### src/rtl/riscv_pkg.sv
// Shared RISC-V definitions used by the fetch stage and the decode stage.
// Contents:
//   OPC_*      7-bit major opcodes that select an immediate format
//   imm_sel_e  immediate-type select for the immediate extender
//   NOP        canonical no-op (addi x0, x0, 0)
package riscv_pkg;

  localparam logic [6:0] OPC_OP_IMM = 7'b0010011;
  localparam logic [6:0] OPC_LOAD   = 7'b0000011;
  localparam logic [6:0] OPC_JALR   = 7'b1100111;
  localparam logic [6:0] OPC_SYSTEM = 7'b1110011;
  localparam logic [6:0] OPC_STORE  = 7'b0100011;
  localparam logic [6:0] OPC_BRANCH = 7'b1100011;
  localparam logic [6:0] OPC_JAL    = 7'b1101111;
  localparam logic [6:0] OPC_LUI    = 7'b0110111;
  localparam logic [6:0] OPC_AUIPC  = 7'b0010111;

  localparam logic [31:0] NOP = 32'h0000_0013;

  typedef enum logic [2:0] {
    IMM_I = 3'b000,
    IMM_S = 3'b001,
    IMM_B = 3'b010,
    IMM_J = 3'b011,
    IMM_U = 3'b100
  } imm_sel_e;

endpackage

### src/rtl/imm_type_decoder.sv
// Combinational opcode -> immediate-format decoder. Shared between the
// fetch stage (which registers the result alongside the instruction) and
// the decode stage.
// Ports:
//   opcode_i   instruction bits [6:0]
//   imm_sel_o  immediate format; anything unrecognised falls back to IMM_I
module imm_type_decoder
  import riscv_pkg::*;
(
  input  logic [6:0] opcode_i,
  output imm_sel_e   imm_sel_o
);

  // Straight table lookup on the major opcode. Unknown opcodes produce
  // IMM_I so the extender always sees a legal select.
  always_comb begin
    imm_sel_o = IMM_I;
    case (opcode_i)
      OPC_OP_IMM, OPC_LOAD, OPC_JALR, OPC_SYSTEM: imm_sel_o = IMM_I;
      OPC_STORE:                                  imm_sel_o = IMM_S;
      OPC_BRANCH:                                 imm_sel_o = IMM_B;
      OPC_JAL:                                    imm_sel_o = IMM_J;
      OPC_LUI, OPC_AUIPC:                         imm_sel_o = IMM_U;
      default:                                    imm_sel_o = IMM_I;
    endcase
  end

endmodule

### src/rtl/fetch_unit.sv
// Instruction fetch stage with a single outstanding memory request and an
// IF/ID holding register.
// Ports:
//   clk, rst_n                       clock, async active-low reset
//   imem_req/imem_addr               one-cycle fetch request and its address (= pc)
//   imem_rvalid/imem_rdata           response strobe and instruction word
//   redirect_valid/redirect_pc       branch/jump redirect from downstream
//   id_valid/id_ready                IF/ID handshake
//   id_instr/id_pc/id_pc_plus4       held instruction, its address and address+4
//   id_imm_sel                       immediate format of id_instr
module fetch_unit
  import riscv_pkg::*;
#(
  parameter logic [31:0] RESET_PC = 32'h0000_0000
) (
  input  logic        clk,
  input  logic        rst_n,
  output logic        imem_req,
  output logic [31:0] imem_addr,
  input  logic        imem_rvalid,
  input  logic [31:0] imem_rdata,
  input  logic        redirect_valid,
  input  logic [31:0] redirect_pc,
  output logic        id_valid,
  input  logic        id_ready,
  output logic [31:0] id_instr,
  output logic [31:0] id_pc,
  output logic [31:0] id_pc_plus4,
  output logic [2:0]  id_imm_sel
);

  typedef enum logic [1:0] {S_IDLE, S_WAIT, S_HOLD, S_DROP} state_e;

  // Fetch addresses are word aligned; the low bits are forced to zero.
  localparam logic [31:0] RESET_PC_ALIGNED = RESET_PC & 32'hFFFF_FFFC;

  state_e      state_q, state_d;
  logic [31:0] pc_q, pc_d;
  logic        idValid_q, idValid_d;
  logic [31:0] idInstr_q, idInstr_d;
  logic [31:0] idPc_q, idPc_d;
  imm_sel_e    immSel_q, immSel_d;
  imm_sel_e    decodedSel;
  logic        issueReq;
  logic [31:0] redirectTarget;

  assign redirectTarget = redirect_pc & 32'hFFFF_FFFC;

  imm_type_decoder u_imm_dec (
    .opcode_i  (imem_rdata[6:0]),
    .imm_sel_o (decodedSel)
  );

  // State and IF/ID registers. Reset loads a NOP with consistent pc fields
  // so downstream logic never sees X while id_valid is low.
  always_ff @(posedge clk or negedge rst_n) begin
    if (!rst_n) begin
      state_q   <= S_IDLE;
      pc_q      <= RESET_PC_ALIGNED;
      idValid_q <= 1'b0;
      idInstr_q <= NOP;
      idPc_q    <= RESET_PC_ALIGNED;
      immSel_q  <= IMM_I;
    end else begin
      state_q   <= state_d;
      pc_q      <= pc_d;
      idValid_q <= idValid_d;
      idInstr_q <= idInstr_d;
      idPc_q    <= idPc_d;
      immSel_q  <= immSel_d;
    end
  end

  // Next-state logic. A redirect always wins over everything else; in
  // S_WAIT it turns the outstanding request into one that must be drained
  // (S_DROP) unless its response arrives in the same cycle, in which case
  // the response is simply discarded.
  always_comb begin
    state_d   = state_q;
    pc_d      = pc_q;
    idValid_d = idValid_q;
    idInstr_d = idInstr_q;
    idPc_d    = idPc_q;
    immSel_d  = immSel_q;
    issueReq  = 1'b0;
    case (state_q)
      S_IDLE: begin
        if (redirect_valid) begin
          pc_d = redirectTarget;
        end else begin
          issueReq = 1'b1;
          state_d  = S_WAIT;
        end
      end
      S_WAIT: begin
        if (redirect_valid) begin
          pc_d    = redirectTarget;
          state_d = imem_rvalid ? S_IDLE : S_DROP;
        end else if (imem_rvalid) begin
          idInstr_d = imem_rdata;
          idPc_d    = pc_q;
          immSel_d  = decodedSel;
          idValid_d = 1'b1;
          pc_d      = pc_q + 32'd4;
          state_d   = S_HOLD;
        end
      end
      S_HOLD: begin
        if (redirect_valid) begin
          idValid_d = 1'b0;
          pc_d      = redirectTarget;
          state_d   = S_IDLE;
        end else if (id_ready) begin
          issueReq  = 1'b1;
          idValid_d = 1'b0;
          state_d   = S_WAIT;
        end
      end
      S_DROP: begin
        if (redirect_valid) pc_d = redirectTarget;
        if (imem_rvalid) state_d = S_IDLE;
      end
      default: state_d = S_IDLE;
    endcase
  end

  // S_IDLE would otherwise request while reset is held; gate with rst_n so
  // no request is seen until the unit is actually running.
  assign imem_req    = issueReq & rst_n;
  assign imem_addr   = pc_q;
  assign id_valid    = idValid_q;
  assign id_instr    = idInstr_q;
  assign id_pc       = idPc_q;
  assign id_pc_plus4 = idPc_q + 32'd4;
  assign id_imm_sel  = immSel_q;

endmodule

### config.mk
export PLATFORM = sky130hd
export DESIGN_NAME = fetch_unit
export DESIGN_NICKNAME = d
export VERILOG_FILES = /design/src/rtl/riscv_pkg.sv /design/src/rtl/imm_type_decoder.sv /design/src/rtl/fetch_unit.sv
export SDC_FILE = /design/constraint.sdc
export NUM_CORES = 1
export LEC_CHECK = 0
export CAP_MARGIN = 15
export CORE_UTILIZATION = 41
export DETAILED_ROUTE_END_ITERATION = 12
export GPL_TIMING_DRIVEN = 0
export HOLD_SLACK_MARGIN = 0.1
export PLACE_DENSITY_LB_ADDON = 0.08
export SKIP_LAST_GASP = 1
export SYNTH_ARGS = -nofsm -noshare
export SYNTH_HDL_FRONTEND = slang
export SYNTH_SLANG_ARGS = --single-unit
### constraint.sdc
create_clock -name clk -period 2.7 [get_ports clk]
set_input_delay 0.81 -clock clk [delete_from_list [all_inputs] [get_ports clk]]
set_output_delay 0.81 -clock clk [all_outputs]
set_load 0.05 [all_outputs]
# After elaboration in Yosys (flattened, before gate mapping)
# Cells that the tools add are included.
totals:
  reg_bits: 102
  in_bits: 69
  out_inout_bits: 133
  wordCells: 55
classes:
  n_addsub: 2
  eq_ne: 15
  mux: 22
  n_bitwise: 2
  reduce_logical: 8
ops:
  columns: ["operator", "n"]
  rows:
  - ["2-to-1 mux 32 bit", 3]
  - ["adder 32 x 3 -> 32 bit, second input constant", 2]
  - ["one-hot mux 32 bit (2 select lines)", 1]
  - ["== test 7 x 6 -> 1 bit, second input constant", 2]
  - ["== test 7 bit, second input constant", 2]
  - ["2-to-1 mux 2 bit", 7]
  - ["one-hot mux 3 bit (4 select lines)", 1]
  - ["!= test 2 bit, second input constant", 4]
  - ["one-hot mux 2 bit (4 select lines)", 1]
  - ["AND reduction 4 bit", 2]
  - ["== test 7 x 5 -> 1 bit, second input constant", 1]
  - ["2-to-1 mux 1 bit", 7]
  - ["!= test 3 bit, second input constant", 2]
  - ["== test 2 bit, second input constant", 2]
  - ["one-hot mux 1 bit (2 select lines)", 2]
  - ["AND reduction 3 bit", 1]
  - ["OR reduction 3 bit", 1]
  - ["== test 2 x 1 -> 1 bit, second input constant", 1]
  - ["zero test 2 bit", 1]
  - ["!= test 2 x 1 -> 1 bit, second input constant", 1]
  - ["AND reduction 2 bit", 1]
  - ["nonzero test 2 bit", 1]
  - ["OR reduction 2 bit", 1]
  - ["AND 1 bit", 1]
  - ["NOT 1 bit", 1]

# Depth between registers and ports, before layout
# Gate-level depths: netlist of the first run.
depth:
  ltp_word: 4
  ltp_mapped: 8
  depth_no_buf: 6

# Hierarchy
# Synthesis of the first run repeated with hierarchy kept, for this count alone.
unflattened:
  hier_cells: 454
  hier_area_um2: 4991.0
by_module_without_submodules:
  columns: ["module", "n_inst", "cells_per_inst", "area_each_um2", "seq_area_each_um2"]
  rows:
  - ["fetch_unit", 1, 446, 4929.7, 2456.1]
  - ["imm_type_decoder", 1, 8, 61.3, 0.0]

# Least setup slack after synthesis of the first run
# No wires, ideal clock.
synth_path:
  path_kind: "input -> output"
  start: "input redirect_valid"
  end: "output imem_req"
  t_arrival_ns: 2.841
  t_required_ns: 1.890
  setup_slack_ns: -0.951
  stages: 3
  n_path_buf: 2
  cell_sequence: "clkbuf_1 -> clkbuf_1 -> nor4b_1"
synth_via:
  elab_chain_cells: 3
  word_cells_on_any_way: 4
  classes_between: "mux (3); bitwise (1)"
synth_rtl:
  columns: ["item", "line", "rtl"]
  rows:
  - ["start: declaration", "fetch_unit.sv:22", "input logic redirect_valid,"]
  - ["2-to-1 mux 1 bit (on tied branches)", "fetch_unit.sv:109, fetch_unit.sv:88", null]
  - ["one-hot mux 1 bit (2 select lines) *", "fetch_unit.sv:86", "case (state_q)"]
  - ["AND 1 bit *", "fetch_unit.sv:129", "assign imem_req = issueReq & rst_n;"]
  - ["end: declaration", "fetch_unit.sv:18", "output logic imem_req,"]
# Every way passes the cells marked *; elsewhere a longest branch is shown, timed or not.

# Worst setup path in the final report of the first run
layout_path:
  start: "register idPc_q[16], in the netlist id_pc[16]"
  end: "output id_pc_plus4[27]"
layout_via:
  elab_chain_cells: 1
layout_rtl:
  columns: ["item", "line", "rtl"]
  rows:
  - ["start: declaration", "fetch_unit.sv:41", "logic [31:0] idPc_q, idPc_d;"]
  - ["start signal: assignment", "fetch_unit.sv:69", "idPc_q <= idPc_d;"]
  - ["adder 32 x 3 -> 32 bit", "fetch_unit.sv:134", "assign id_pc_plus4 = idPc_q + 32'd4;"]
  - ["end: declaration", "fetch_unit.sv:28", "output logic [31:0] id_pc_plus4,"]
# No other way between the ends.

==> impl_results.html, run 1 <==
<table>
<tr><th>Metric</th><th>Value</th></tr>
<tr><th colspan="2">Route</th></tr>
<tr><td>Detailed-route wire length</td><td>14800 um</td></tr>
<tr><td>Detail-routed via count per cell</td><td>5.28</td></tr>
<tr><td>Wire length per cell</td><td>17.6 um</td></tr>
<tr><td>Antenna viol nets, final</td><td>0</td></tr>
<tr><td>Number of optimization iterations in the first detailed-route pass</td><td>9</td></tr>
<tr><td>Drc violations</td><td>11</td></tr>
<tr><td>Number of design-rule violations left by the first detailed-router iteration</td><td>153</td></tr>
<tr><td>Via count</td><td>4443</td></tr>
<tr><th colspan="2">Timing</th></tr>
<tr><td>Final Hold Vio Count</td><td>0</td></tr>
<tr><td>Fraction of the cycle the final worst path needs</td><td>1.17</td></tr>
<tr><td>Worst slew margin relative to its limit</td><td>0.464</td></tr>
<tr><td>Crit path time final</td><td>3.16 ns</td></tr>
<tr><td>Unrepaired setup endpoints after global routing</td><td>yes</td></tr>
<tr><td>Final sum of negative setup slack</td><td>-3.85 ns</td></tr>
<tr><td>Worst clock skew</td><td>0.00970 ns</td></tr>
<tr><td>Final setup violation count</td><td>16</td></tr>
<tr><td>Total count of max-transition violations in the final report</td><td>0</td></tr>
<tr><td>Setup slack after layout</td><td>-0.458 ns</td></tr>
<tr><td>Actual transition at the worst max-transition pin</td><td>0.797 ns</td></tr>
<tr><td>Achievable Freq</td><td>317 MHz</td></tr>
<tr><th colspan="2">Global route</th></tr>
<tr><td>Via count of the first global-routing pass</td><td>4573</td></tr>
<tr><td>Most heavily used metal layer in global routing</td><td>met2</td></tr>
<tr><td>Global-route met2 utilization</td><td>0.412</td></tr>
<tr><td>Largest net degree at the start of global routing</td><td>56</td></tr>
<tr><td>Met1 usage in global routing</td><td>0.313</td></tr>
<tr><td>Global-route usage over all layers</td><td>0.245</td></tr>
<tr><td>Global-route wire length before repair</td><td>23700 um</td></tr>
<tr><td>Congestion Overflow GR</td><td>0</td></tr>
<tr><td>Antenna violations before repair</td><td>0</td></tr>
<tr><td>Global routing usage on met3</td><td>0.0491</td></tr>
<tr><th colspan="2">Clock network</th></tr>
<tr><td>Cell at the root of the clock tree</td><td>sky130_fd_sc_hd__clkbuf_16</td></tr>
<tr><td>Clock input transition at the sequential cells of the worst setup and hold paths</td><td>0.07 ns</td></tr>
<tr><td>CTS H-tree depth</td><td>3</td></tr>
<tr><td>Sink Count</td><td>98</td></tr>
<tr><td>Post-CTS Hold Buffers</td><td>0</td></tr>
<tr><td>Clock tree from TritonCTS</td><td>done</td></tr>
<tr><td>Maximum buffer depth of the clock tree</td><td>2</td></tr>
<tr><td>Latest clock arrival within the worst-skew pair</td><td>0.35 ns</td></tr>
<tr><td>Clock buffer count from CTS</td><td>9</td></tr>
<tr><th colspan="2">Layout</th></tr>
<tr><td>Footprint of the multi-input gates</td><td>2760 sq um</td></tr>
<tr><td>Fin area</td><td>8040 sq um</td></tr>
<tr><td>Net count reported at finish</td><td>764</td></tr>
<tr><td>Antenna Diode Count</td><td>0</td></tr>
<tr><td>Commonest non-fill, non-tap cells in the layout</td><td>sky130_fd_sc_hd__clkdlybuf4s50_1 (161), sky130_fd_sc_hd__dfrtp_1 (81), sky130_fd_sc_hd__mux2_2 (62), sky130_fd_sc_hd__nand2_1 (50), sky130_fd_sc_hd__buf_4 (41)</td></tr>
<tr><td>P&amp;R area growth vs syn</td><td>61.3%</td></tr>
<tr><td>Most common library cell in the layout ignoring fill and taps</td><td>sky130_fd_sc_hd__clkdlybuf4s50_1</td></tr>
<tr><td>Share of cells above drive strength 1</td><td>0.312</td></tr>
<tr><td>Fillcell total</td><td>895</td></tr>
<tr><td>Number of cells in the finished layout apart from fillers</td><td>841</td></tr>
<tr><td>Sequential cell area in the final layout</td><td>2470 sq um</td></tr>
<tr><th colspan="2">Setup path</th></tr>
<tr><td>Source of the worst register-to-register timing path</td><td>imem_addr[2]$_DFFE_PN0P_</td></tr>
<tr><td>R2R depth</td><td>6</td></tr>
<tr><td>Largest incremental delay on the critical path</td><td>0.61 ns</td></tr>
<tr><td>Slowest cell on the critical path</td><td>sky130_fd_sc_hd__or4_4</td></tr>
<tr><td>Crit path required time</td><td>1.89 ns</td></tr>
<tr><td>Critical-path maximum fanout</td><td>5</td></tr>
<tr><td>RR Endpoint</td><td>imem_addr[20]$_DFFE_PN0P_</td></tr>
<tr><td>Buffers &amp; Inverters on Critical Path</td><td>2</td></tr>
<tr><td>Cell repeated most along the worst path</td><td>sky130_fd_sc_hd__buf_6</td></tr>
<tr><td>Worst setup path category</td><td>flop to primary output</td></tr>
<tr><td>List of cells traversed by the critical path</td><td>and4_4 -&gt; nand3_4 -&gt; or4_4 -&gt; buf_6 -&gt; nor2_4 -&gt; xor2_4 -&gt; buf_6</td></tr>
<tr><td>Kind of cell adding the most delay to the critical path</td><td>simple AND/OR/NAND/NOR gates</td></tr>
<tr><td>Setup slack on the worst flop-to-flop path</td><td>0.49 ns</td></tr>
<tr><td>Startpoint class of the critical path</td><td>flop</td></tr>
<tr><td>Arrival time at the worst endpoint</td><td>2.35 ns</td></tr>
<tr><td>Critical Path Sink Type</td><td>primary output</td></tr>
<tr><th colspan="2">Synthesis</th></tr>
<tr><td>Number of enable-type register cells in the synthesized netlist</td><td>0</td></tr>
<tr><td>Synthesized flop and latch total</td><td>98</td></tr>
<tr><td>Syn Inst Count</td><td>460</td></tr>
<tr><td>Portion of the post-synthesis area used by sequential elements</td><td>0.493</td></tr>
<tr><td>Share of synthesized registers carrying an async set or reset</td><td>1.00</td></tr>
<tr><td>Synthesized area per cell</td><td>10.8 sq um</td></tr>
<tr><td>Netlist area before placement</td><td>4980 sq um</td></tr>
<tr><td>YS warnings</td><td>0</td></tr>
<tr><td>Main synth FF type</td><td>sky130_fd_sc_hd__dfrtp_1</td></tr>
<tr><td>Number of unique standard cell types used by synthesis</td><td>44</td></tr>
<tr><th colspan="2">Power</th></tr>
<tr><td>Leakage power total</td><td>3.31 nW</td></tr>
<tr><td>Peak supply drop</td><td>1.14 mV</td></tr>
<tr><td>Areal power density over the cells</td><td>1260 nW/um^2</td></tr>
<tr><td>Power, Total</td><td>0.0101 W</td></tr>
<tr><th colspan="2">Die</th></tr>
<tr><td>Number of top-level pins</td><td>202</td></tr>
<tr><td>Initial standard-cell utilization of the core</td><td>0.429</td></tr>
<tr><td>Site row count</td><td>39</td></tr>
<tr><td>Die outline height</td><td>112 um</td></tr>
<tr><td>Die footprint</td><td>12600 sq um</td></tr>
<tr><td>Width of the chip</td><td>112 um</td></tr>
<tr><td>Std-Cell Core Area</td><td>11600 sq um</td></tr>
<tr><th colspan="2">Outcome</th></tr>
<tr><td>Run status</td><td>finished, violations left</td></tr>
<tr><td>Violations in the final reports</td><td>design-rule violations, negative setup slack</td></tr>
<tr><th colspan="2">Placement</th></tr>
<tr><td>Half-perimeter wire length after placement</td><td>11000 um</td></tr>
<tr><td>Number of buffer cells added on primary ports</td><td>193</td></tr>
<tr><td>Area after DPL</td><td>7450 sq um</td></tr>
<tr><td>Worst setup slack after placement</td><td>-1.24 ns</td></tr>
<tr><td>Post-placement cell count</td><td>802</td></tr>
<tr><td>Final RePlAce weighted congestion</td><td>0.789</td></tr>
<tr><th colspan="2">Hold path</th></tr>
<tr><td>Class of the tightest hold or removal check</td><td>input pin to asynchronous set/reset pin</td></tr>
<tr><th colspan="2">Flow run</th></tr>
<tr><td>Number of maximum-capacitance constraint violations</td><td>0</td></tr>
</table>
==> worst max path at each step <==
stage	startpoint	to	slack, ns	cells past startpoint
3_5_place_dp	redirect_valid	imem_req	-1.24	5
6_report	id_pc[16]$_DFFE_PN0P_	id_pc_plus4[27]	-0.46	7
4_1_cts	id_pc[5]$_DFFE_PN0P_	id_pc_plus4[31]	-0.56	6
5_1_grt	id_pc[16]$_DFFE_PN0P_	id_pc_plus4[27]	-0.56	7
3_3_place_gp	rst_n	imem_req	-4.18	3
2_1_floorplan	id_pc[5]$_DFFE_PN0P_	id_pc_plus4[31]	-0.25	5
==> worst register-to-register path, cell delays in order (launching register included) <==
cell	delay, ns
sky130_fd_sc_hd__dfrtp_1	0.49
sky130_fd_sc_hd__ha_1	0.26
sky130_fd_sc_hd__nand4_1	0.20
sky130_fd_sc_hd__nor4_4	0.54
sky130_fd_sc_hd__nand3_1	0.19
sky130_fd_sc_hd__xnor2_1	0.16
sky130_fd_sc_hd__mux2_2	0.26
==> cells in the mapped netlist (all sizes together) (4+ instances only) <==
master  instances  area share
nand3          22       0.025
or3             4      0.0053
a21oi           5      0.0050
inv            11      0.0083
nor4            6       0.011
mux2           62        0.14
and4            5      0.0095
buf            15       0.019
dfrtp          95        0.48
nand4          22       0.031
o21ai          34       0.034
nor3            8       0.012
xor2           24       0.042
and3            8       0.010
nor2           23       0.017
nand2          50       0.038
xnor2          28       0.049
clkbuf          8      0.0063
==> kinds of logic (layout without fill, tap and decap cells) <==
family,Yosys count,in the layout,share of synthesized area
flip-flops,98,98,0.493
multiplexers,62,62,0.140
AO/OA/AOI/OAI,47,47,0.0512
XOR/XNOR,52,52,0.0914
buffers and inverters,34,267,0.0331
AND/OR/NAND/NOR,164,164,0.186
adder cells (fa/ha/maj),2,2,0.00502
other,1,6,0.000752
==> report_power, final <==
group	switching (W)	internal (W)	total (W)	leakage (nW)
registers	0.000619	0.00205	0.00266	1.16
clock network	0.000550	0.000906	0.00146	0.164
logic	0.00383	0.00217	0.00599	1.99
total	0.00500	0.00512	0.0101	3.31
==> area by class of cell <==
cell class	instances	area share
Tap cell	143	0.0223
Clock inverter	5	0.0129
Buffer	23	0.0179
Inverter	11	0.00514
Clock buffer	11	0.0290
Sequential cell	98	0.308
Timing Repair Buffer	217	0.262
Multi-Input combinational cell	333	0.343
==> what timing repair did <==
| action | CTS | global route |
|---|---|---|
| resized for setup | 170 | 25 |
| endpoints found under the setup margin | 33 | 30 |
| buffers inserted | 12 | 11 |
| pin swaps | 3 | 6 |
==> through the flow <==
step	utilization	hold slack [ns]
detailed placement	0.641	0.484
CTS	0.679	0.477
global placement	0.639	0.476
floorplan	-	0.514
finish	0.692	0.382
global route	0.692	0.415
==> per-layer routing <==
layer  wire (um)  vias up  part of all wire
met3        1020       19             0.069
met5           0        -                 0
met4         292        0             0.020
met2        7500      154              0.51
met1        5950     2203              0.40
li1            -     2067                 -
==> sequential cells by signal (all words and copies together), names as in the netlist <==
name and cells:
id_imm_sel 3, id_pc 30, id_valid 1, imem_addr 30, id_instr 32, state_q 2
Power figures use the tool's default switching activity.
==> run 2: changes to the inputs <==
ABC_AREA = 1   (was unset)
==> run 2 against run 1 <==
  * The run ends with negative setup slack left
  * Worst hold slack lost 0.082 ns
  * Power is 11% higher
  * Sequential share of layout area fell by 2.8 points
  * Clock skew is 0.0036 ns lower
  * Critical endpoint is now id_pc_plus4[20]
==> impl_results.html, run 2 <==
<table>
<tr><th>Metric</th><th>Value</th></tr>
<tr><th colspan="2">Die</th></tr>
<tr><td>Die footprint</td><td>14200 sq um (was 12600 sq um)</td></tr>
<tr><td>Die outline height</td><td>119 um (was 112 um)</td></tr>
<tr><td>Number of top-level pins</td><td>202 (unchanged)</td></tr>
<tr><td>Width of the chip</td><td>119 um (was 112 um)</td></tr>
<tr><td>Site row count</td><td>42 (was 39)</td></tr>
<tr><td>Initial standard-cell utilization of the core</td><td>0.422 (was 0.429)</td></tr>
<tr><td>Std-Cell Core Area</td><td>13300 sq um (was 11600 sq um)</td></tr>
<tr><th colspan="2">Route</th></tr>
<tr><td>Wire length per cell</td><td>15.5 um (was 17.6 um)</td></tr>
<tr><td>Number of design-rule violations left by the first detailed-router iteration</td><td>485 (was 153)</td></tr>
<tr><td>Detailed-route wire length</td><td>19000 um (was 14800 um)</td></tr>
<tr><td>Number of optimization iterations in the first detailed-route pass</td><td>5 (was 9)</td></tr>
<tr><td>Drc violations</td><td>0 (was 11)</td></tr>
<tr><td>Detail-routed via count per cell</td><td>5.05 (was 5.28)</td></tr>
<tr><td>Via count</td><td>6197 (was 4443)</td></tr>
<tr><td>Antenna viol nets, final</td><td>0 (unchanged)</td></tr>
<tr><th colspan="2">Layout</th></tr>
<tr><td>Commonest non-fill, non-tap cells in the layout</td><td>sky130_fd_sc_hd__nand2_1 (294), sky130_fd_sc_hd__clkdlybuf4s50_1 (161), sky130_fd_sc_hd__nor2_1 (78), sky130_fd_sc_hd__dfrtp_1 (72), sky130_fd_sc_hd__inv_1 (52) (was sky130_fd_sc_hd__clkdlybuf4s50_1 (161), sky130_fd_sc_hd__dfrtp_1 (81), sky130_fd_sc_hd__mux2_2 (62), sky130_fd_sc_hd__nand2_1 (50), sky130_fd_sc_hd__buf_4 (41))</td></tr>
<tr><td>Max FFs per register</td><td>32 (unchanged)</td></tr>
<tr><td>Antenna Diode Count</td><td>0 (unchanged)</td></tr>
<tr><td>Number of cells in the finished layout apart from fillers</td><td>1226 (was 841)</td></tr>
<tr><td>Most common library cell in the layout ignoring fill and taps</td><td>sky130_fd_sc_hd__nand2_1 (was sky130_fd_sc_hd__clkdlybuf4s50_1)</td></tr>
<tr><td>P&amp;R area growth vs syn</td><td>58.2% (was 61.3%)</td></tr>
<tr><td>Fillcell total</td><td>1149 (was 895)</td></tr>
<tr><td>End-of-flow core utilization</td><td>0.667 (was 0.692)</td></tr>
<tr><td>Net count reported at finish</td><td>1116 (was 764)</td></tr>
<tr><td>Fin area</td><td>8870 sq um (was 8040 sq um)</td></tr>
<tr><td>Share of cells above drive strength 1</td><td>0.194 (was 0.312)</td></tr>
<tr><th colspan="2">Placement</th></tr>
<tr><td>Area after DPL</td><td>8010 sq um (was 7450 sq um)</td></tr>
<tr><td>Number of buffer cells added on primary ports</td><td>193 (unchanged)</td></tr>
<tr><td>Half-perimeter wire length after placement</td><td>13900 um (was 11000 um)</td></tr>
<tr><td>Post-placement cell count</td><td>1176 (was 802)</td></tr>
<tr><td>Final RePlAce weighted congestion</td><td>0.985 (was 0.789)</td></tr>
<tr><th colspan="2">Synthesis</th></tr>
<tr><td>Biggest area consumer among synthesized cells</td><td>sky130_fd_sc_hd__dfrtp_1 (unchanged)</td></tr>
<tr><td>Netlist area before placement</td><td>5610 sq um (was 4980 sq um)</td></tr>
<tr><td>Synthesized flop and latch total</td><td>98 (unchanged)</td></tr>
<tr><td>Share of synthesized registers carrying an async set or reset</td><td>1.00 (unchanged)</td></tr>
<tr><td>Leading cell types by total area after synthesis</td><td>sky130_fd_sc_hd__dfrtp_1 (42%), sky130_fd_sc_hd__nand2_1 (20%), sky130_fd_sc_hd__nor2_1 (6.2%), sky130_fd_sc_hd__nand3_1 (4.5%), sky130_fd_sc_hd__inv_1 (3.8%) (was sky130_fd_sc_hd__dfrtp_1 (48%), sky130_fd_sc_hd__mux2_2 (14%), sky130_fd_sc_hd__xnor2_1 (4.9%), sky130_fd_sc_hd__xor2_1 (4.2%), sky130_fd_sc_hd__nand2_1 (3.8%))</td></tr>
<tr><td>Most repeated cell in the gate-level netlist after synthesis</td><td>sky130_fd_sc_hd__nand2_1 (was sky130_fd_sc_hd__dfrtp_1)</td></tr>
<tr><td>YS warnings</td><td>0 (unchanged)</td></tr>
<tr><td>Syn Inst Count</td><td>801 (was 460)</td></tr>
<tr><td>Synthesized area per cell</td><td>7.00 sq um (was 10.8 sq um)</td></tr>
<tr><td>Main synth FF type</td><td>sky130_fd_sc_hd__dfrtp_1 (unchanged)</td></tr>
<tr><td>Fraction of synthesized cell area taken by the top area cell type</td><td>0.424 (was 0.477)</td></tr>
<tr><td>Number of unique standard cell types used by synthesis</td><td>34 (was 44)</td></tr>
<tr><td>Number of enable-type register cells in the synthesized netlist</td><td>0 (unchanged)</td></tr>
<tr><td>Portion of the post-synthesis area used by sequential elements</td><td>0.438 (was 0.493)</td></tr>
<tr><td>List of most frequent post-synthesis cells</td><td>sky130_fd_sc_hd__nand2_1 (305), sky130_fd_sc_hd__dfrtp_1 (95), sky130_fd_sc_hd__nor2_1 (93) (was sky130_fd_sc_hd__dfrtp_1 (95), sky130_fd_sc_hd__mux2_2 (62), sky130_fd_sc_hd__nand2_1 (50))</td></tr>
<tr><th colspan="2">Power</th></tr>
<tr><td>Power, Total</td><td>0.0112 W (was 0.0101 W)</td></tr>
<tr><td>Peak supply drop</td><td>0.598 mV (was 1.14 mV)</td></tr>
<tr><td>Leakage power total</td><td>4.06 nW (was 3.31 nW)</td></tr>
<tr><td>Areal power density over the cells</td><td>1260 nW/um^2 (about the same)</td></tr>
<tr><th colspan="2">Clock network</th></tr>
<tr><td>Clock input transition at the sequential cells of the worst setup and hold paths</td><td>0.07 ns (about the same)</td></tr>
<tr><td>Clock tree from TritonCTS</td><td>done (unchanged)</td></tr>
<tr><td>Latest clock arrival within the worst-skew pair</td><td>0.35 ns (about the same)</td></tr>
<tr><td>Clock buffer count from CTS</td><td>9 (unchanged)</td></tr>
<tr><td>CTS H-tree depth</td><td>3 (unchanged)</td></tr>
<tr><td>Sink Count</td><td>98 (unchanged)</td></tr>
<tr><td>Cell at the root of the clock tree</td><td>sky130_fd_sc_hd__clkbuf_16 (unchanged)</td></tr>
<tr><td>Maximum buffer depth of the clock tree</td><td>2 (unchanged)</td></tr>
<tr><th colspan="2">Hold path</th></tr>
<tr><td>Class of the tightest hold or removal check</td><td>input pin to asynchronous set/reset pin (unchanged)</td></tr>
<tr><th colspan="2">Global route</th></tr>
<tr><td>Congestion Overflow GR</td><td>0 (unchanged)</td></tr>
<tr><td>Global-route wire length before repair</td><td>29200 um (was 23700 um)</td></tr>
<tr><td>Via count of the first global-routing pass</td><td>5678 (was 4573)</td></tr>
<tr><td>Global-route usage over all layers</td><td>0.266 (was 0.245)</td></tr>
<tr><td>Largest net degree at the start of global routing</td><td>54 (was 56)</td></tr>
<tr><td>Antenna violations before repair</td><td>0 (unchanged)</td></tr>
<tr><th colspan="2">Setup path</th></tr>
<tr><td>RR Endpoint</td><td>imem_addr[18]$_DFFE_PN0P_ (was imem_addr[20]$_DFFE_PN0P_)</td></tr>
<tr><td>R2R depth</td><td>8 (was 6)</td></tr>
<tr><td>Startpoint class of the critical path</td><td>flop (unchanged)</td></tr>
<tr><td>Source of the worst register-to-register timing path</td><td>imem_addr[2]$_DFFE_PN0P_ (unchanged)</td></tr>
<tr><td>Cell repeated most along the worst path</td><td>sky130_fd_sc_hd__inv_2 (was sky130_fd_sc_hd__buf_6)</td></tr>
<tr><td>Setup slack on the worst flop-to-flop path</td><td>0.88 ns (was 0.49 ns)</td></tr>
<tr><td>Worst setup path category</td><td>flop to primary output (unchanged)</td></tr>
<tr><td>Crit path required time</td><td>1.89 ns (about the same)</td></tr>
<tr><td>Largest incremental delay on the critical path</td><td>0.41 ns (was 0.61 ns)</td></tr>
<tr><td>Arrival time at the worst endpoint</td><td>1.90 ns (was 2.35 ns)</td></tr>
<tr><td>List of cells traversed by the critical path</td><td>nand2_4 -&gt; inv_2 -&gt; nand4_1 -&gt; inv_2 -&gt; nand3_2 -&gt; nor2_4 -&gt; xor2_4 -&gt; buf_6 (was and4_4 -&gt; nand3_4 -&gt; or4_4 -&gt; buf_6 -&gt; nor2_4 -&gt; xor2_4 -&gt; buf_6)</td></tr>
<tr><td>Critical Path Sink Type</td><td>primary output (unchanged)</td></tr>
<tr><td>Slowest cell on the critical path</td><td>sky130_fd_sc_hd__dfrtp_2 (was sky130_fd_sc_hd__or4_4)</td></tr>
<tr><td>Critical-path maximum fanout</td><td>4 (was 5)</td></tr>
<tr><th colspan="2">Timing</th></tr>
<tr><td>Unrepaired setup endpoints after global routing</td><td>yes (unchanged)</td></tr>
<tr><td>Achievable Freq</td><td>369 MHz (was 317 MHz)</td></tr>
<tr><td>Total count of max-transition violations in the final report</td><td>0 (unchanged)</td></tr>
<tr><td>Crit path time final</td><td>2.71 ns (was 3.16 ns)</td></tr>
<tr><td>Worst slew margin relative to its limit</td><td>0.584 (was 0.464)</td></tr>
<tr><td>Setup slack after layout</td><td>-0.00867 ns (was -0.458 ns)</td></tr>
<tr><td>Fraction of the cycle the final worst path needs</td><td>1.00 (was 1.17)</td></tr>
<tr><td>Worst clock skew</td><td>0.00608 ns (was 0.00970 ns)</td></tr>
<tr><td>Actual transition at the worst max-transition pin</td><td>0.624 ns (was 0.797 ns)</td></tr>
<tr><td>Final setup violation count</td><td>1 (was 16)</td></tr>
<tr><td>Final Hold Vio Count</td><td>0 (unchanged)</td></tr>
<tr><td>Post-route worst hold slack</td><td>0.299 ns (was 0.382 ns)</td></tr>
<tr><th colspan="2">Flow run</th></tr>
<tr><td>Number of maximum-capacitance constraint violations</td><td>0 (unchanged)</td></tr>
<tr><th colspan="2">Outcome</th></tr>
<tr><td>Run status</td><td>finished, violations left (unchanged)</td></tr>
<tr><td>Violations in the final reports</td><td>negative setup slack (was design-rule violations, negative setup slack)</td></tr>
</table>
[run 2: cell count changes in the layout (fill, tap and decap cells not counted), moves of 10 or more]
| cell | previous run | this run |
|---|---|---|
| sky130_fd_sc_hd__xnor2_1 | 17 | 2 |
| sky130_fd_sc_hd__nor2_1 | 14 | 78 |
| sky130_fd_sc_hd__nand2_2 | 0 | 10 |
| sky130_fd_sc_hd__inv_1 | 11 | 52 |
| sky130_fd_sc_hd__o21ai_0 | 30 | 42 |
| sky130_fd_sc_hd__o21ai_1 | 4 | 15 |
| sky130_fd_sc_hd__nor3_1 | 3 | 18 |
| sky130_fd_sc_hd__mux2_2 | 62 | 0 |
| sky130_fd_sc_hd__nand2_1 | 50 | 294 |
| sky130_fd_sc_hd__nand3_1 | 19 | 45 |
[run 2: worst max-delay path: cells and delay by family, from the launching register on]
family / cells / cell delay (ns)
AND/OR/NAND/NOR: 4 / 0.58
flip-flops: 1 / 0.41
buffers and inverters: 3 / 0.39
XOR/XNOR: 1 / 0.16
[run 2: metal layers]
layer / routed length [um] / vias to the layer above / GRT usage
li1: - / 3044 / -
met1: 8330 / 2866 / 0.358
met2: 8990 / 254 / 0.422
met3: 1160 / 33 / 0.0556
met4: 501 / 0 / 0.0965
met5: 0 / - / 0
[run 2: per-stage QoR]
stage / setup WS, ns / TNS, ns
final: -0.00867 / -0.00867
after global placement: -4.35 / -301.67
after CTS: -0.212 / -1.28
after floorplan: -0.119 / -0.478
after detailed placement: -0.947 / -9.52
after global routing: -0.0932 / -0.703
[run 2: worst max-delay path by stage]
stage                               start               to
CTS                 id_pc[15]$_DFFE_PN0P_  id_pc_plus4[25]
detailed placement         redirect_valid         imem_req
global route         id_pc[3]$_DFFE_PN0P_  id_pc_plus4[20]
finish               id_pc[6]$_DFFE_PN0P_  id_pc_plus4[20]
floorplan            id_pc[4]$_DFFE_PN0P_  id_pc_plus4[11]
global placement                    rst_n         imem_req
[run 2: cell families after synthesis]
logic type | after synthesis | synth area share
AO/OA/AOI/OAI | 83 | 0.0796
adder cells (fa/ha/maj) | 2 | 0.00446
XOR/XNOR | 26 | 0.0406
flip-flops | 98 | 0.438
other | 1 | 0.000668
buffers and inverters | 91 | 0.0709
AND/OR/NAND/NOR | 500 | 0.366
[run 2: where the power goes]
group / switching [W] / internal, W
logic: 0.00457 / 0.00228
registers: 0.000755 / 0.00212
clock network: 0.000582 / 0.000911
[run 2: area by class of cell]
cell class / instances / area (sq um) / share of cell area
sequential: 98 / 2480 / 0.280
timing repair buffer: 228 / 2210 / 0.249
multi-input combinational: 617 / 3210 / 0.362
buffer: 30 / 178 / 0.0200
clock buffer: 10 / 229 / 0.0258
inverter: 61 / 231 / 0.0261
clock inverter: 6 / 113 / 0.0127
tap: 176 / 220 / 0.0248
[run 2: what timing repair did]
action,CTS,global route
endpoints found under the setup margin,29,27
hold endpoints to repair,0,0
gates cloned,0,1
resized for setup,179,74
buffers inserted,1,32
hold buffers,0,0
pin swaps,2,11
==> run 3: changes to the inputs <==
RECOVER_POWER = 25   (was unset)
==> run 3 against run 2 <==
  * The flow finishes with violations (max-capacitance violations, max-slew violations, negative setup slack)
  * Sequential share of layout area grew 0.067 points
  * Clock-buffer cell count is the same
  * Flip-flop and latch count is the same
  * Critical path type unchanged
  * Maximum frequency grew 0.16%
==> impl_results.html, run 3 (synthesized netlist as in run 2, its figures left out) <==
<table>
<tr><th>Metric</th><th>Value</th></tr>
<tr><th colspan="2">Timing</th></tr>
<tr><td>Worst clock skew</td><td>0.00621 ns (was 0.00608 ns)</td></tr>
<tr><td>Final setup violation count</td><td>1 (unchanged)</td></tr>
<tr><td>Worst slew margin relative to its limit</td><td>-0.0355 (was 0.584)</td></tr>
<tr><td>Actual transition at the worst max-transition pin</td><td>1.55 ns (was 0.624 ns)</td></tr>
<tr><td>Fraction of the cycle the final worst path needs</td><td>1.00 (about the same)</td></tr>
<tr><td>Setup slack after layout</td><td>-0.00433 ns (was -0.00867 ns)</td></tr>
<tr><td>Unrepaired setup endpoints after global routing</td><td>yes (unchanged)</td></tr>
<tr><td>Crit path time final</td><td>2.70 ns (was 2.71 ns)</td></tr>
<tr><td>Final Hold Vio Count</td><td>0 (unchanged)</td></tr>
<tr><td>Total count of max-transition violations in the final report</td><td>27 (was 0)</td></tr>
<tr><td>Achievable Freq</td><td>370 MHz (was 369 MHz)</td></tr>
<tr><th colspan="2">Clock network</th></tr>
<tr><td>Post-CTS Hold Buffers</td><td>0 (unchanged)</td></tr>
<tr><td>Sink Count</td><td>98 (unchanged)</td></tr>
<tr><td>Latest clock arrival within the worst-skew pair</td><td>0.35 ns (about the same)</td></tr>
<tr><td>Clock tree from TritonCTS</td><td>done (unchanged)</td></tr>
<tr><td>CTS H-tree depth</td><td>3 (unchanged)</td></tr>
<tr><td>Clock input transition at the sequential cells of the worst setup and hold paths</td><td>0.07 ns (about the same)</td></tr>
<tr><td>Clock buffer count from CTS</td><td>9 (unchanged)</td></tr>
<tr><td>Cell at the root of the clock tree</td><td>sky130_fd_sc_hd__clkbuf_16 (unchanged)</td></tr>
<tr><td>Maximum buffer depth of the clock tree</td><td>2 (unchanged)</td></tr>
<tr><th colspan="2">Layout</th></tr>
<tr><td>Share of cells above drive strength 1</td><td>0.193 (was 0.194)</td></tr>
<tr><td>Net count reported at finish</td><td>1116 (unchanged)</td></tr>
<tr><td>Antenna Diode Count</td><td>0 (unchanged)</td></tr>
<tr><td>Most common library cell in the layout ignoring fill and taps</td><td>sky130_fd_sc_hd__nand2_1 (unchanged)</td></tr>
<tr><td>Commonest non-fill, non-tap cells in the layout</td><td>sky130_fd_sc_hd__nand2_1 (294), sky130_fd_sc_hd__clkdlybuf4s50_1 (161), sky130_fd_sc_hd__nor2_1 (78), sky130_fd_sc_hd__dfrtp_1 (72), sky130_fd_sc_hd__inv_1 (52) (unchanged)</td></tr>
<tr><td>P&amp;R area growth vs syn</td><td>57.8% (was 58.2%)</td></tr>
<tr><td>Max FFs per register</td><td>32 (unchanged)</td></tr>
<tr><td>End-of-flow core utilization</td><td>0.666 (was 0.667)</td></tr>
<tr><th colspan="2">Power</th></tr>
<tr><td>Areal power density over the cells</td><td>1270 nW/um^2 (was 1260 nW/um^2)</td></tr>
<tr><td>Power, Total</td><td>0.0112 W (about the same)</td></tr>
<tr><td>Leakage power total</td><td>4.05 nW (was 4.06 nW)</td></tr>
<tr><td>Peak supply drop</td><td>0.597 mV (was 0.598 mV)</td></tr>
<tr><th colspan="2">Global route</th></tr>
<tr><td>Antenna violations before repair</td><td>0 (unchanged)</td></tr>
<tr><td>Global-route usage over all layers</td><td>0.266 (unchanged)</td></tr>
<tr><td>Via count of the first global-routing pass</td><td>5678 (unchanged)</td></tr>
<tr><td>Global-route wire length before repair</td><td>29200 um (unchanged)</td></tr>
<tr><td>Congestion Overflow GR</td><td>0 (unchanged)</td></tr>
<tr><td>Largest net degree at the start of global routing</td><td>54 (unchanged)</td></tr>
<tr><th colspan="2">Setup path</th></tr>
<tr><td>Arrival time at the worst endpoint</td><td>1.89 ns (was 1.90 ns)</td></tr>
<tr><td>Critical-path maximum fanout</td><td>4 (unchanged)</td></tr>
<tr><td>Startpoint class of the critical path</td><td>flop (unchanged)</td></tr>
<tr><td>Buffers &amp; Inverters on Critical Path</td><td>3 (unchanged)</td></tr>
<tr><td>Kind of cell adding the most delay to the critical path</td><td>simple AND/OR/NAND/NOR gates (unchanged)</td></tr>
<tr><td>Worst setup path category</td><td>flop to primary output (unchanged)</td></tr>
<tr><td>Slowest cell on the critical path</td><td>sky130_fd_sc_hd__dfrtp_2 (unchanged)</td></tr>
<tr><td>List of cells traversed by the critical path</td><td>nand2_4 -&gt; inv_2 -&gt; nand4_1 -&gt; inv_2 -&gt; nand3_2 -&gt; nor2_4 -&gt; xor2_4 -&gt; buf_6 (unchanged)</td></tr>
<tr><td>Largest incremental delay on the critical path</td><td>0.41 ns (about the same)</td></tr>
<tr><td>Critical Path Sink Type</td><td>primary output (unchanged)</td></tr>
<tr><td>Crit path required time</td><td>1.89 ns (about the same)</td></tr>
<tr><td>Cell repeated most along the worst path</td><td>sky130_fd_sc_hd__inv_2 (unchanged)</td></tr>
<tr><th colspan="2">Route</th></tr>
<tr><td>Met2 WL</td><td>8990 um (about the same)</td></tr>
<tr><td>Wire length per cell</td><td>15.5 um (about the same)</td></tr>
<tr><td>Detail-routed via count per cell</td><td>5.06 (was 5.05)</td></tr>
<tr><td>Number of optimization iterations in the first detailed-route pass</td><td>5 (unchanged)</td></tr>
<tr><td>Drc violations</td><td>0 (unchanged)</td></tr>
<tr><td>Number of design-rule violations left by the first detailed-router iteration</td><td>553 (was 485)</td></tr>
<tr><td>Via count</td><td>6198 (was 6197)</td></tr>
<tr><td>Top Metal Used</td><td>met4 (unchanged)</td></tr>
<tr><td>Detailed-route wire length</td><td>19000 um (about the same)</td></tr>
<tr><td>Antenna viol nets, final</td><td>0 (unchanged)</td></tr>
<tr><td>Routed metal-1 wirelength</td><td>8270 um (was 8330 um)</td></tr>
<tr><td>Met3 routed WL</td><td>1210 um (was 1160 um)</td></tr>
<tr><th colspan="2">Placement</th></tr>
<tr><td>Half-perimeter wire length after placement</td><td>13900 um (unchanged)</td></tr>
<tr><td>Number of buffer cells added on primary ports</td><td>193 (unchanged)</td></tr>
<tr><td>Final RePlAce weighted congestion</td><td>0.985 (unchanged)</td></tr>
<tr><th colspan="2">Outcome</th></tr>
<tr><td>Run status</td><td>finished, violations left (unchanged)</td></tr>
<tr><td>Violations in the final reports</td><td>max-capacitance violations, max-slew violations, negative setup slack (was negative setup slack)</td></tr>
<tr><th colspan="2">Die</th></tr>
<tr><td>Site row count</td><td>42 (unchanged)</td></tr>
<tr><td>Die footprint</td><td>14200 sq um (unchanged)</td></tr>
<tr><td>Initial standard-cell utilization of the core</td><td>0.422 (unchanged)</td></tr>
<tr><td>Width of the chip</td><td>119 um (unchanged)</td></tr>
<tr><td>Die outline height</td><td>119 um (unchanged)</td></tr>
<tr><td>Number of top-level pins</td><td>202 (unchanged)</td></tr>
<tr><td>Std-Cell Core Area</td><td>13300 sq um (unchanged)</td></tr>
<tr><th colspan="2">Hold path</th></tr>
<tr><td>Class of the tightest hold or removal check</td><td>input pin to asynchronous set/reset pin (unchanged)</td></tr>
<tr><th colspan="2">Flow run</th></tr>
<tr><td>Number of maximum-capacitance constraint violations</td><td>1 (was 0)</td></tr>
</table>
## run 3: cell counts in the layout (fill, tap and decap cells not counted)
Identical to the previous run, type by type.
## run 3: path summary, 6_finish.rpt
path	from	endpoint	slack (ns)	cells past startpoint
max	id_pc[6]$_DFFE_PN0P_	id_pc_plus4[20]	-0.004	8
min	rst_n	id_valid$_DFFE_PN0P_	0.30	1
max reg2reg	imem_addr[2]$_DFFE_PN0P_	imem_addr[18]$_DFFE_PN0P_	0.89	8
min reg2reg	id_instr[0]$_DFFE_PN1P_	id_instr[0]$_DFFE_PN1P_	0.46	2
max in group asynchronous	rst_n	id_pc[24]$_DFFE_PN0P_	0.52	2
min in group clk	id_instr[0]$_DFFE_PN1P_	id_instr[0]$_DFFE_PN1P_	0.46	2
## run 3: final cells by class
| class | instances | area, sq um |
|---|---|---|
| clock inverter | 6 | 113 |
| fill | 1152 | 4440 |
| timing repair buffer | 228 | 2190 |
| clock buffer | 10 | 229 |
| inverter | 61 | 231 |
| tap | 176 | 220 |
| buffer | 30 | 178 |
| multi-input combinational | 617 | 3210 |
| sequential | 98 | 2480 |
## run 3: worst register-to-register path, delay by kind of cell, from the launching register on
kind            cells  cell delay, ns
simple gates        6            0.88
flops               1            0.45
compound gates      1            0.14
fa+ha+maj           1            0.24
## run 3: power breakdown
group | internal [W] | switching [W] | leakage (nW) | total, W
Clock | 0.000912 | 0.000585 | 0.167 | 0.00150
Sequential | 0.00212 | 0.000750 | 1.16 | 0.00287
Combinational | 0.00228 | 0.00457 | 2.72 | 0.00684
## run 3: timing repair
action / 4_1_cts / 5_1_grt
gates resized for setup: 179 / 74
pin swaps: 2 / 11
cloned: 0 / 1
setup endpoints to repair: 29 / 27
buffers inserted: 1 / 32
## run 3: stage by stage
stage	instances	area (sq um)	hold slack [ns]	worst slack (ns)	setup TNS [ns]
final	1226	8850	0.298	-0.00433	-0.00433
after global routing	1226	8850	0.321	-0.0932	-0.703
after CTS	1193	8400	0.306	-0.212	-1.28
after detailed placement	1176	8010	0.455	-0.947	-9.52
after global placement	1175	7980	0.452	-4.35	-301.67
after floorplan	806	5830	0.514	-0.119	-0.478
## run 3: layer usage
metal  track usage  vias to the layer above
met5             0                        -
met4        0.0965                        0
met3        0.0556                       33
met2         0.422                      241
met1         0.358                     2875
li1              -                     3049
